===== src/rtl/decode_pkg.sv =====
// decode_pkg: shared encodings for the ARM decode stage.
//   - ALUControl encoding driven to execute
//   - condition-code encoding of Instr[31:28]
//   - op (Instr[27:26]) and data-processing cmd (Instr[24:21]) values
//   - address of the PC alias in the register file
package decode_pkg;

    typedef enum logic [2:0] {
        ALU_ADD = 3'b000,
        ALU_SUB = 3'b001,
        ALU_AND = 3'b010,
        ALU_ORR = 3'b011,
        ALU_MOV = 3'b100
    } alu_ctrl_e;

    // 4'b1111 is deliberately absent: it never passes.
    typedef enum logic [3:0] {
        COND_EQ = 4'h0,
        COND_NE = 4'h1,
        COND_CS = 4'h2,
        COND_CC = 4'h3,
        COND_MI = 4'h4,
        COND_PL = 4'h5,
        COND_VS = 4'h6,
        COND_VC = 4'h7,
        COND_HI = 4'h8,
        COND_LS = 4'h9,
        COND_GE = 4'hA,
        COND_LT = 4'hB,
        COND_GT = 4'hC,
        COND_LE = 4'hD,
        COND_AL = 4'hE
    } cond_e;

    localparam logic [1:0] OP_DP  = 2'b00;
    localparam logic [1:0] OP_MEM = 2'b01;
    localparam logic [1:0] OP_BR  = 2'b10;

    localparam logic [3:0] CMD_AND = 4'b0000;
    localparam logic [3:0] CMD_SUB = 4'b0010;
    localparam logic [3:0] CMD_ADD = 4'b0100;
    localparam logic [3:0] CMD_CMP = 4'b1010;
    localparam logic [3:0] CMD_ORR = 4'b1100;
    localparam logic [3:0] CMD_MOV = 4'b1101;

    localparam logic [3:0] REG_PC = 4'd15;

endpackage


===== src/rtl/decode_stage_regfile.sv =====
// regfile: 15 x DATA_WIDTH register file (R0-R14) for the decode stage.
// Ports:
//   clk, reset       rising-edge clock, synchronous active-high reset (clears R0-R14)
//   RA1, RA2         combinational read addresses; address 15 returns PCPlus8
//   RD1, RD2         read data
//   WE3, WA3, WD3    write port; writes to address 15 are dropped (PC lives in fetch)
//   PCPlus8          value aliased onto R15
module regfile
    import decode_pkg::*;
#(
    parameter int DATA_WIDTH = 32
) (
    input  logic                  clk,
    input  logic                  reset,
    input  logic [3:0]            RA1,
    input  logic [3:0]            RA2,
    input  logic                  WE3,
    input  logic [3:0]            WA3,
    input  logic [DATA_WIDTH-1:0] WD3,
    input  logic [DATA_WIDTH-1:0] PCPlus8,
    output logic [DATA_WIDTH-1:0] RD1,
    output logic [DATA_WIDTH-1:0] RD2
);

    logic [DATA_WIDTH-1:0] rf_q [0:14];

    always_ff @(posedge clk) begin
        if (reset) begin
            for (int i = 0; i < 15; i++) begin
                rf_q[i] <= '0;
            end
        end else if (WE3 && (WA3 != REG_PC)) begin
            rf_q[WA3] <= WD3;
        end
    end

    // No write-to-read bypass: a same-cycle read sees the pre-edge value.
    assign RD1 = (RA1 == REG_PC) ? PCPlus8 : rf_q[RA1];
    assign RD2 = (RA2 == REG_PC) ? PCPlus8 : rf_q[RA2];

endmodule


===== src/rtl/decode_stage.sv =====
// decode_stage: decode stage of the single-cycle ARM datapath.
// Decodes Instr, reads operands, builds the extended immediate, evaluates the
// condition field against the NZCV flags register and produces gated control.
// Ports:
//   clk, reset                 rising-edge clock, synchronous active-high reset
//   Instr, PCPlus8             fetched instruction and the R15 read value
//   WE3, WA3, WD3              writeback port into the register file
//   ALUFlags                   NZCV from execute, captured on flag-setting ops
//   RD1, RD2, ExtImm           operands for execute
//   ALUControl, ALUSrc         ALU operation and B-operand select
//   RegWrite, MemWrite,
//   MemtoReg, PCSrc            control (write controls gated by CondEx)
//   CondEx, Flags              condition result and the registered NZCV
module decode_stage
    import decode_pkg::*;
#(
    parameter int DATA_WIDTH = 32
) (
    input  logic                  clk,
    input  logic                  reset,
    input  logic [31:0]           Instr,
    input  logic [DATA_WIDTH-1:0] PCPlus8,
    input  logic                  WE3,
    input  logic [3:0]            WA3,
    input  logic [DATA_WIDTH-1:0] WD3,
    input  logic [3:0]            ALUFlags,
    output logic [DATA_WIDTH-1:0] RD1,
    output logic [DATA_WIDTH-1:0] RD2,
    output logic [DATA_WIDTH-1:0] ExtImm,
    output logic [2:0]            ALUControl,
    output logic                  ALUSrc,
    output logic                  RegWrite,
    output logic                  MemWrite,
    output logic                  MemtoReg,
    output logic                  PCSrc,
    output logic                  CondEx,
    output logic [3:0]            Flags
);

    logic [1:0]  op;
    logic [3:0]  cmd;
    logic [3:0]  rn;
    logic [3:0]  rd;
    logic [3:0]  ra2;
    logic        i_bit;
    logic        s_bit;

    assign op    = Instr[27:26];
    assign i_bit = Instr[25];
    assign cmd   = Instr[24:21];
    assign s_bit = Instr[20];
    assign rn    = Instr[19:16];
    assign rd    = Instr[15:12];

    alu_ctrl_e             alu_ctrl;
    logic                  alu_src;
    logic                  reg_w_pre;
    logic                  mem_w_pre;
    logic                  mem_to_reg;
    logic                  branch;
    logic                  flag_w_pre;
    logic                  ra2_is_rd;
    logic [DATA_WIDTH-1:0] ext_imm;

    // Data-processing immediate: imm8 rotated right by twice the rot field.
    logic [31:0] imm8_ext;
    logic [4:0]  rot_amt;
    logic [31:0] imm_rot;

    assign imm8_ext = {24'd0, Instr[7:0]};
    assign rot_amt  = {Instr[11:8], 1'b0};
    assign imm_rot  = (imm8_ext >> rot_amt) | (imm8_ext << (6'd32 - {1'b0, rot_amt}));

    always_comb begin
        alu_ctrl   = ALU_ADD;
        alu_src    = 1'b0;
        reg_w_pre  = 1'b0;
        mem_w_pre  = 1'b0;
        mem_to_reg = 1'b0;
        branch     = 1'b0;
        flag_w_pre = 1'b0;
        ra2_is_rd  = 1'b0;
        ext_imm    = '0;
        case (op)
            OP_DP: begin
                alu_src = i_bit;
                if (i_bit) begin
                    ext_imm = imm_rot;
                end
                case (cmd)
                    CMD_ADD: begin alu_ctrl = ALU_ADD; reg_w_pre = 1'b1; flag_w_pre = s_bit; end
                    CMD_SUB: begin alu_ctrl = ALU_SUB; reg_w_pre = 1'b1; flag_w_pre = s_bit; end
                    CMD_AND: begin alu_ctrl = ALU_AND; reg_w_pre = 1'b1; flag_w_pre = s_bit; end
                    CMD_ORR: begin alu_ctrl = ALU_ORR; reg_w_pre = 1'b1; flag_w_pre = s_bit; end
                    CMD_MOV: begin alu_ctrl = ALU_MOV; reg_w_pre = 1'b1; flag_w_pre = s_bit; end
                    // CMP always sets flags, whatever the S bit says.
                    CMD_CMP: begin alu_ctrl = ALU_SUB; flag_w_pre = 1'b1; end
                    default: ;
                endcase
            end
            OP_MEM: begin
                alu_src  = 1'b1;
                alu_ctrl = Instr[23] ? ALU_ADD : ALU_SUB;
                ext_imm  = {20'd0, Instr[11:0]};
                if (Instr[20]) begin
                    reg_w_pre  = 1'b1;
                    mem_to_reg = 1'b1;
                end else begin
                    mem_w_pre = 1'b1;
                    // STR needs the store data register on port 2.
                    ra2_is_rd = 1'b1;
                end
            end
            OP_BR: begin
                alu_src = 1'b1;
                branch  = 1'b1;
                ext_imm = {{6{Instr[23]}}, Instr[23:0], 2'b00};
            end
            default: ;
        endcase
    end

    assign ra2 = ra2_is_rd ? rd : Instr[3:0];

    regfile #(
        .DATA_WIDTH(DATA_WIDTH)
    ) u_regfile (
        .clk    (clk),
        .reset  (reset),
        .RA1    (rn),
        .RA2    (ra2),
        .WE3    (WE3),
        .WA3    (WA3),
        .WD3    (WD3),
        .PCPlus8(PCPlus8),
        .RD1    (RD1),
        .RD2    (RD2)
    );

    // Condition check against the registered NZCV.
    logic [3:0] flags_q;
    logic [3:0] flags_d;
    logic       n_f;
    logic       z_f;
    logic       c_f;
    logic       v_f;
    logic       cond_ok;

    assign {n_f, z_f, c_f, v_f} = flags_q;

    always_comb begin
        cond_ok = 1'b0;
        case (cond_e'(Instr[31:28]))
            COND_EQ: cond_ok = z_f;
            COND_NE: cond_ok = ~z_f;
            COND_CS: cond_ok = c_f;
            COND_CC: cond_ok = ~c_f;
            COND_MI: cond_ok = n_f;
            COND_PL: cond_ok = ~n_f;
            COND_VS: cond_ok = v_f;
            COND_VC: cond_ok = ~v_f;
            COND_HI: cond_ok = c_f & ~z_f;
            COND_LS: cond_ok = ~c_f | z_f;
            COND_GE: cond_ok = (n_f == v_f);
            COND_LT: cond_ok = (n_f != v_f);
            COND_GT: cond_ok = ~z_f & (n_f == v_f);
            COND_LE: cond_ok = z_f | (n_f != v_f);
            COND_AL: cond_ok = 1'b1;
            default: cond_ok = 1'b0;
        endcase
    end

    always_comb begin
        flags_d = flags_q;
        if (flag_w_pre && cond_ok) begin
            flags_d = ALUFlags;
        end
    end

    always_ff @(posedge clk) begin
        if (reset) begin
            flags_q <= 4'b0000;
        end else begin
            flags_q <= flags_d;
        end
    end

    assign Flags      = flags_q;
    assign CondEx     = cond_ok;
    assign ALUControl = alu_ctrl;
    assign ALUSrc     = alu_src;
    assign ExtImm     = ext_imm;
    assign MemtoReg   = mem_to_reg;
    assign RegWrite   = reg_w_pre & cond_ok;
    assign MemWrite   = mem_w_pre & cond_ok;
    // A taken write to R15 redirects fetch just like a branch.
    assign PCSrc      = cond_ok & (branch | (reg_w_pre & (rd == REG_PC)));

endmodule


===== config.mk =====
export PLATFORM = sky130hd
export DESIGN_NAME = decode_stage
export DESIGN_NICKNAME = d
export VERILOG_FILES = /design/src/rtl/decode_pkg.sv /design/src/rtl/decode_stage_regfile.sv /design/src/rtl/decode_stage.sv
export SDC_FILE = /design/constraint.sdc
export NUM_CORES = 1
export LEC_CHECK = 0
export CAP_MARGIN = 15
export CORE_MARGIN = 1
export CORE_UTILIZATION = 40
export CTS_CLUSTER_DIAMETER = 120
export DETAILED_ROUTE_END_ITERATION = 8
export SLEW_MARGIN = 20
export SYNTH_ARGS = -nofsm -noshare
export SYNTH_HDL_FRONTEND = slang
export SYNTH_SLANG_ARGS = --single-unit
export TNS_END_PERCENT = 30

===== constraint.sdc =====
create_clock -name clk -period 8.55 [get_ports clk]
set_clock_uncertainty 0.2 [all_clocks]
set_input_delay 1.71 -clock clk [delete_from_list [all_inputs] [get_ports clk]]
set_output_delay 1.71 -clock clk [all_outputs]
set_load 0.05 [all_outputs]

---- After elaboration in Yosys (flattened, before gate mapping) ----
Memory sizes are Yosys's and may differ from the RTL's.
Index checks and enable logic that the tools add are counted.
W data, S select, Z words.
word-level totals
  input bits .............................. 107
  memories ................................ 1
  bits in read-only memories .............. 0
  RAM bits ................................ 480
  register bits after elaboration ......... 4
  logic and storage cells ................. 82
  bits in latches ......................... 0
memory list
  memory          words  bits a word  read ports  clocked after memory_dff  write ports  RTL line                    source
  u_regfile.rf_q  15     32           2           0                         15           decode_stage_regfile.sv:25  logic [DATA_WIDTH-1:0] rf_q [0:14];
cells by class
  reductions and logical operators ........ 9
  add/sub/neg operators ................... 1
  order comparisons ....................... 0
  equal/unequal tests ..................... 27
  multipliers ............................. 0
  shift operators ......................... 2
  div/mod/pow operators ................... 0
  muxes and demuxes ....................... 27
  bitwise gates (word level) .............. 14
operator list
  operator               count
  $mux W32               4
  $pmux W32 S3           1
  $eq A4 B4 Y1 const B   13
  $or A32 B32 Y32        1
  $reduce_or A32 Y1      1
  $shl A8 B6 Y32         1
  $shr A8 B5 Y32         1
  $eq A4 B3 Y1 const B   5
  $pmux W1 S15           1
  $mux W1                14
  $eq A4 B2 Y1 const B   3
  $pmux W3 S4            1
  $logic_not A4 Y1       2
  $mux W4                2
  $and A1 B1 Y1          6
  $pmux W1 S2            3
  $pmux W3 S2            1
  $sub A6 B5 Y6 const A  1
  $reduce_or A5 Y1       1
  $eq A4 B1 Y1 const B   1
  $ne A4 B4 Y1 const B   1
  $not A1 Y1             4
  $reduce_or A2 Y1       2
  $or A1 B1 Y1           3
  6 further kinds        7

---- Logic depth before layout (Yosys ltp) ----
  depth after elaboration ................. 7
  depth in mapped cells ................... 11

---- Modules after synthesis ----
Synthesis repeated with hierarchy kept, for this count alone.
unflattened totals
  cell total of the unflattened synthesis .. 2043
  area, all modules ....................... 27746.6 µm²
by module, submodules not included
  module        seq. area each (µm²)  instances  area an instance (µm²)  cells each
  regfile       14413.8               1          25974.9                 1776
  decode_stage  80.1                  1          1771.7                  267

---- Worst setup path before layout ----
OpenSTA, ideal clock, no wires.
  kind .................................... input-to-output
  from .................................... in Instr[8]
  to ...................................... out ExtImm[30]
  data required time ...................... 6640 ps
  slack ................................... 2234 ps
  stages on the path ...................... 9
  arrival ................................. 4406 ps
  cell sequence ........................... clkbuf_1 > clkbuf_1 > inv_1 > ha_1 > clkbuf_1 > clkbuf_1 > mux2i_1 > nand3_1 > a21oi_1
between the ends
  cells in the longest elaborated chain, start to end .. 5
  elaborated cells between the ends (all ways) .. 6
  those cells by class .................... add/sub: 1; shift: 2; mux: 2; bitwise: 1
RTL lines
  what               RTL line            source
  from (decl)        decode_stage.sv:21  input logic [31:0] Instr,
  $sub A6 B5 Y6      decode_stage.sv:72  assign imm_rot = (imm8_ext >> rot_amt) | (imm8_ext << (6'd32 - {1'b0, rot_amt}));
  $shl A8 B6 Y32     decode_stage.sv:72
  $or A32 B32 Y32 *  decode_stage.sv:72
  $mux W32 *         decode_stage.sv:87  if (i_bit) begin
  $pmux W32 S3 *     decode_stage.sv:84  case (op)
  to (decl)          decode_stage.sv:29  output logic [DATA_WIDTH-1:0] ExtImm,
Mark *: on every way between the ends. The rest lies on a longest branch, timed or not.

---- Final worst setup path ----
  from .................................... in Instr[27]
  to ...................................... out RD2[30]
between the ends
  cells in the longest elaborated chain, start to end .. 5
  elaborated cells between the ends (all ways) .. 6
  those cells by class .................... eq/ne: 2; mux: 3; memory: 1
RTL lines
  what                                             RTL line                    source
  $eq A2 B1 Y1 *                                   decode_stage.sv:84
  $mux W1 *                                        decode_stage.sv:84
  $mux W4 *                                        decode_stage.sv:123         assign ra2 = ra2_is_rd ? rd : Instr[3:0];
  $mem_v2 Z15 W32 or $eq A4 B4 Y1 (tied branches)  -
  $mux W32 *                                       decode_stage_regfile.sv:39  assign RD2 = (RA2 == REG_PC) ? PCPlus8 : rf_q[RA2];
  to (decl)                                        decode_stage.sv:28          output logic [DATA_WIDTH-1:0] RD2,
Marked as above.

==> impl_metrics.json <==
{
  "cts_buffers": 58,
  "slew_viol_final": 0,
  "postPlaceCellArea_um2": 32700,
  "worst_path_most_repeated_cell": "buf_4",
  "cts_resized": 0,
  "synth-edff-count": 512,
  "fin_crit_sh_pct": 90.9,
  "synth_top_area_share_pct": 52.1,
  "hold_path.class": "flop to flop",
  "synth_commonest_cells": "512 x edfxtp_1, 484 x and2_1, 192 x mux4_2",
  "crit_chain": "clkdlybuf4s50_1 > inv_1 > ha_1 > nand2b_4 > a21o_4 > buf_4 > buf_12 > mux4_2 > a2bb2oi_1 > o32ai_1 > buf_4",
  "maxSlewHeadroom_pct": 23.5,
  "final_cells": 3374,
  "worstPathRequired_ps": 6640,
  "ys_seq_area_share_pct": 52.4,
  "crit_path_start_kind": "input pin",
  "crit_path_start": "Instr[27]",
  "drt_iter0_markers": 2552,
  "synth_cell_type_count": 57,
  "worst_slew_pin_slew_ps": 1150,
  "hold_buffers": 0,
  "dp.cells": 3267,
  "rsz0062_at_grt": "no",
  "yosys_warnings": 0,
  "die-area_um2": 74800,
  "gp_congestion": 0.882,
  "r2r_start": "Flags[1]$_SDFFE_PP0P_",
  "grt_pass1_wl_um": 144000,
  "clk_latency_ps": 620,
  "nFillCells": 6377,
  "post-cts-setup-buffers": 0,
  "setup_viol": 0,
  "htreeDepth": 2,
  "grt_pass1_vias": 20800,
  "final_nets": 2480,
  "via_per_inst": 6.23,
  "grt_use_total_pct": 26.8,
  "status": "completed",
  "drive_above_1_share_pct": 18.8,
  "fin_tns_setup_ps": 0,
  "syn_avg_cell_area_um2": 13.3,
  "cp_data_arrival_time_ps": 5860,
  "antenna_found_initial": 3,
  "post-route-min-period_ps": 7770,
  "wl_per_cell_um": 30.1,
  "start_util_pct": 40.4,
  "drc_errors": 0,
  "drt_pass1_iterations": 8,
  "die_w_um": 274,
  "dp_hpwl_um": 61100,
  "io_pins": 216,
  "rrSetupSlack_ps": 6370,
  "maxCapViolations": 0,
  "async_reset_ff_share_pct": 0,
  "rr_worst_depth": 5,
  "clockBufferDepth": 3,
  "synthCells": 2213,
  "synth-seq-cells": 516,
  "io_buffers": 215,
  "syn_to_final_growth_pct": 16.9,
  "cts_tree": "built",
  "slowest_stage": "a21o_4",
  "synth.top_cells.by_area": "edfxtp_1 52%, mux4_2 15%, and2_1 10%",
  "path_max_fanout": 53,
  "clkSinkCount": 516,
  "fp.dieH_um": 274,
  "vias": 21000,
  "final_core_util_pct": 47.3,
  "ir_worst_vdd_mv": 0.145,
  "grt_max_degree": 73,
  "synth_ff_type": "edfxtp_1",
  "antenna_left": 0,
  "rows": 99,
  "worstSetupPathType": "input pin to output port",
  "path_clk_slew_ps": 60,
  "syn-cell-area_um2": 29500,
  "cpPeakStageDelay_ps": 750,
  "synth_most_common_cell": "edfxtp_1",
  "root_buffer": "clkbuf_16",
  "worstSetupEndpointType": "output port",
  "synth_largest_area_cell": "edfxtp_1",
  "hold_viol": 0,
  "reg2reg_to": "Flags[1]$_SDFFE_PP0P_",
  "core_area_um2": 73000,
  "crit_end": "RD2[30]",
  "max_freq_mhz": 129,
  "grt-ovfl-total": 0,
  "cellLeakagePower_nw": 12.0,
  "final_area_um2": 34500,
  "p_per_area_nw_per_um2": 194,
  "totalWireLength_um": 102000
}
metrics by stage:
stage | hold WS, ps | setup WS (ps) | power, W
global route | 346 | 638 | 0.00685
floorplan | 510 | 2230 | 0.00383
CTS | 329 | 760 | 0.00668
finish | 330 | 777 | 0.00668
global placement | 303 | 811 | 0.00429
detailed placement | 321 | 763 | 0.00431
worst max-delay path, delay by kind of cell:
kind | cells | cell delay (ps)
AOI/OAI and AO/OA | 3 | 1200
adders and majority gates | 1 | 320
buffers and inverters | 5 | 1440
muxes | 1 | 610
and+or+nand+nor | 1 | 520
worst min-delay path by stage:
stage / startpoint / end / slack [ps] / cells past startpoint
global route: Flags[2]$_SDFFE_PP0P_ / Flags[2]$_SDFFE_PP0P_ / 350 / 2
detailed placement: Flags[2]$_SDFFE_PP0P_ / Flags[2]$_SDFFE_PP0P_ / 320 / 2
CTS: Flags[2]$_SDFFE_PP0P_ / Flags[2]$_SDFFE_PP0P_ / 330 / 2
finish: Flags[2]$_SDFFE_PP0P_ / Flags[2]$_SDFFE_PP0P_ / 330 / 2
floorplan: Flags[1]$_SDFFE_PP0P_ / Flags[1]$_SDFFE_PP0P_ / 510 / 2
global placement: Flags[1]$_SDFFE_PP0P_ / Flags[1]$_SDFFE_PP0P_ / 300 / 2
layout make-up:
cell class              count  area [um2]  share of cell area, %
diodes                      1        2.50                0.00726
clock buffers              75        1540                   4.46
clock inverters            31         253                  0.733
inverters                  71         267                  0.773
multi-input cells        1432       13100                   37.9
flip-flops and latches    516       15500                   44.8
well taps                 959        1200                   3.48
repair buffers            289        2700                   7.82
cell usage in the layout, fill, tap and decap left out, types with 6 or more instances in the layout:
cell / n
a22oi_1: 6
nor2_1: 63
buf_4: 95
mux2_1: 34
clkbuf_16: 59
o21ai_0: 38
clkdlybuf4s50_1: 184
nor3_1: 10
inv_1: 71
nor2_4: 11
a2bb2oi_1: 32
nor2b_1: 7
a221o_1: 31
a211oi_1: 127
mux2i_1: 76
nand2b_1: 16
a21oi_1: 31
clkinv_2: 9
or2_2: 15
mux4_2: 192
nand2_1: 29
clkbuf_1: 16
o22ai_1: 36
and3b_1: 6
o31ai_1: 33
mux2_2: 35
nand3_1: 7
conb_1: 32
and2_1: 484
a222oi_1: 11
edfxtp_1: 512
clkinv_1: 13
cells by family (layout without fill, tap and decap cells):
kind of cell | after synthesis | after routing | share of synthesized area (%)
simple gates | 675 | 675 | 13.5
flops | 516 | 516 | 52.4
compound gates | 372 | 372 | 9.28
mux | 341 | 341 | 20.0
buf+inv | 296 | 466 | 4.40
xor+xnor | 7 | 7 | 0.208
fa+ha+maj | 5 | 5 | 0.212
other cells | 1 | 33 | 0.0127
state kept, by name (all words and copies together), names as in the netlist:
signal          count
u_regfile.rf_q    512
Flags               4
where the power goes:
group / total (W) / switching, W / leakage [nW] / internal, W
clock network: 0.00241 / 0.00103 / 0.863 / 0.00138
logic: 0.00127 / 0.000781 / 6.26 / 0.000485
registers: 0.00301 / 0.0000734 / 4.92 / 0.00293
per-layer routing:
metal	share of wire [%]	global-route usage, %
met2	48	43.5
met1	40	35.3
met4	4.0	10.5
met5	0.0089	0
met3	8.9	5.32
No activity file was read; power rests on OpenSTA's default activity.
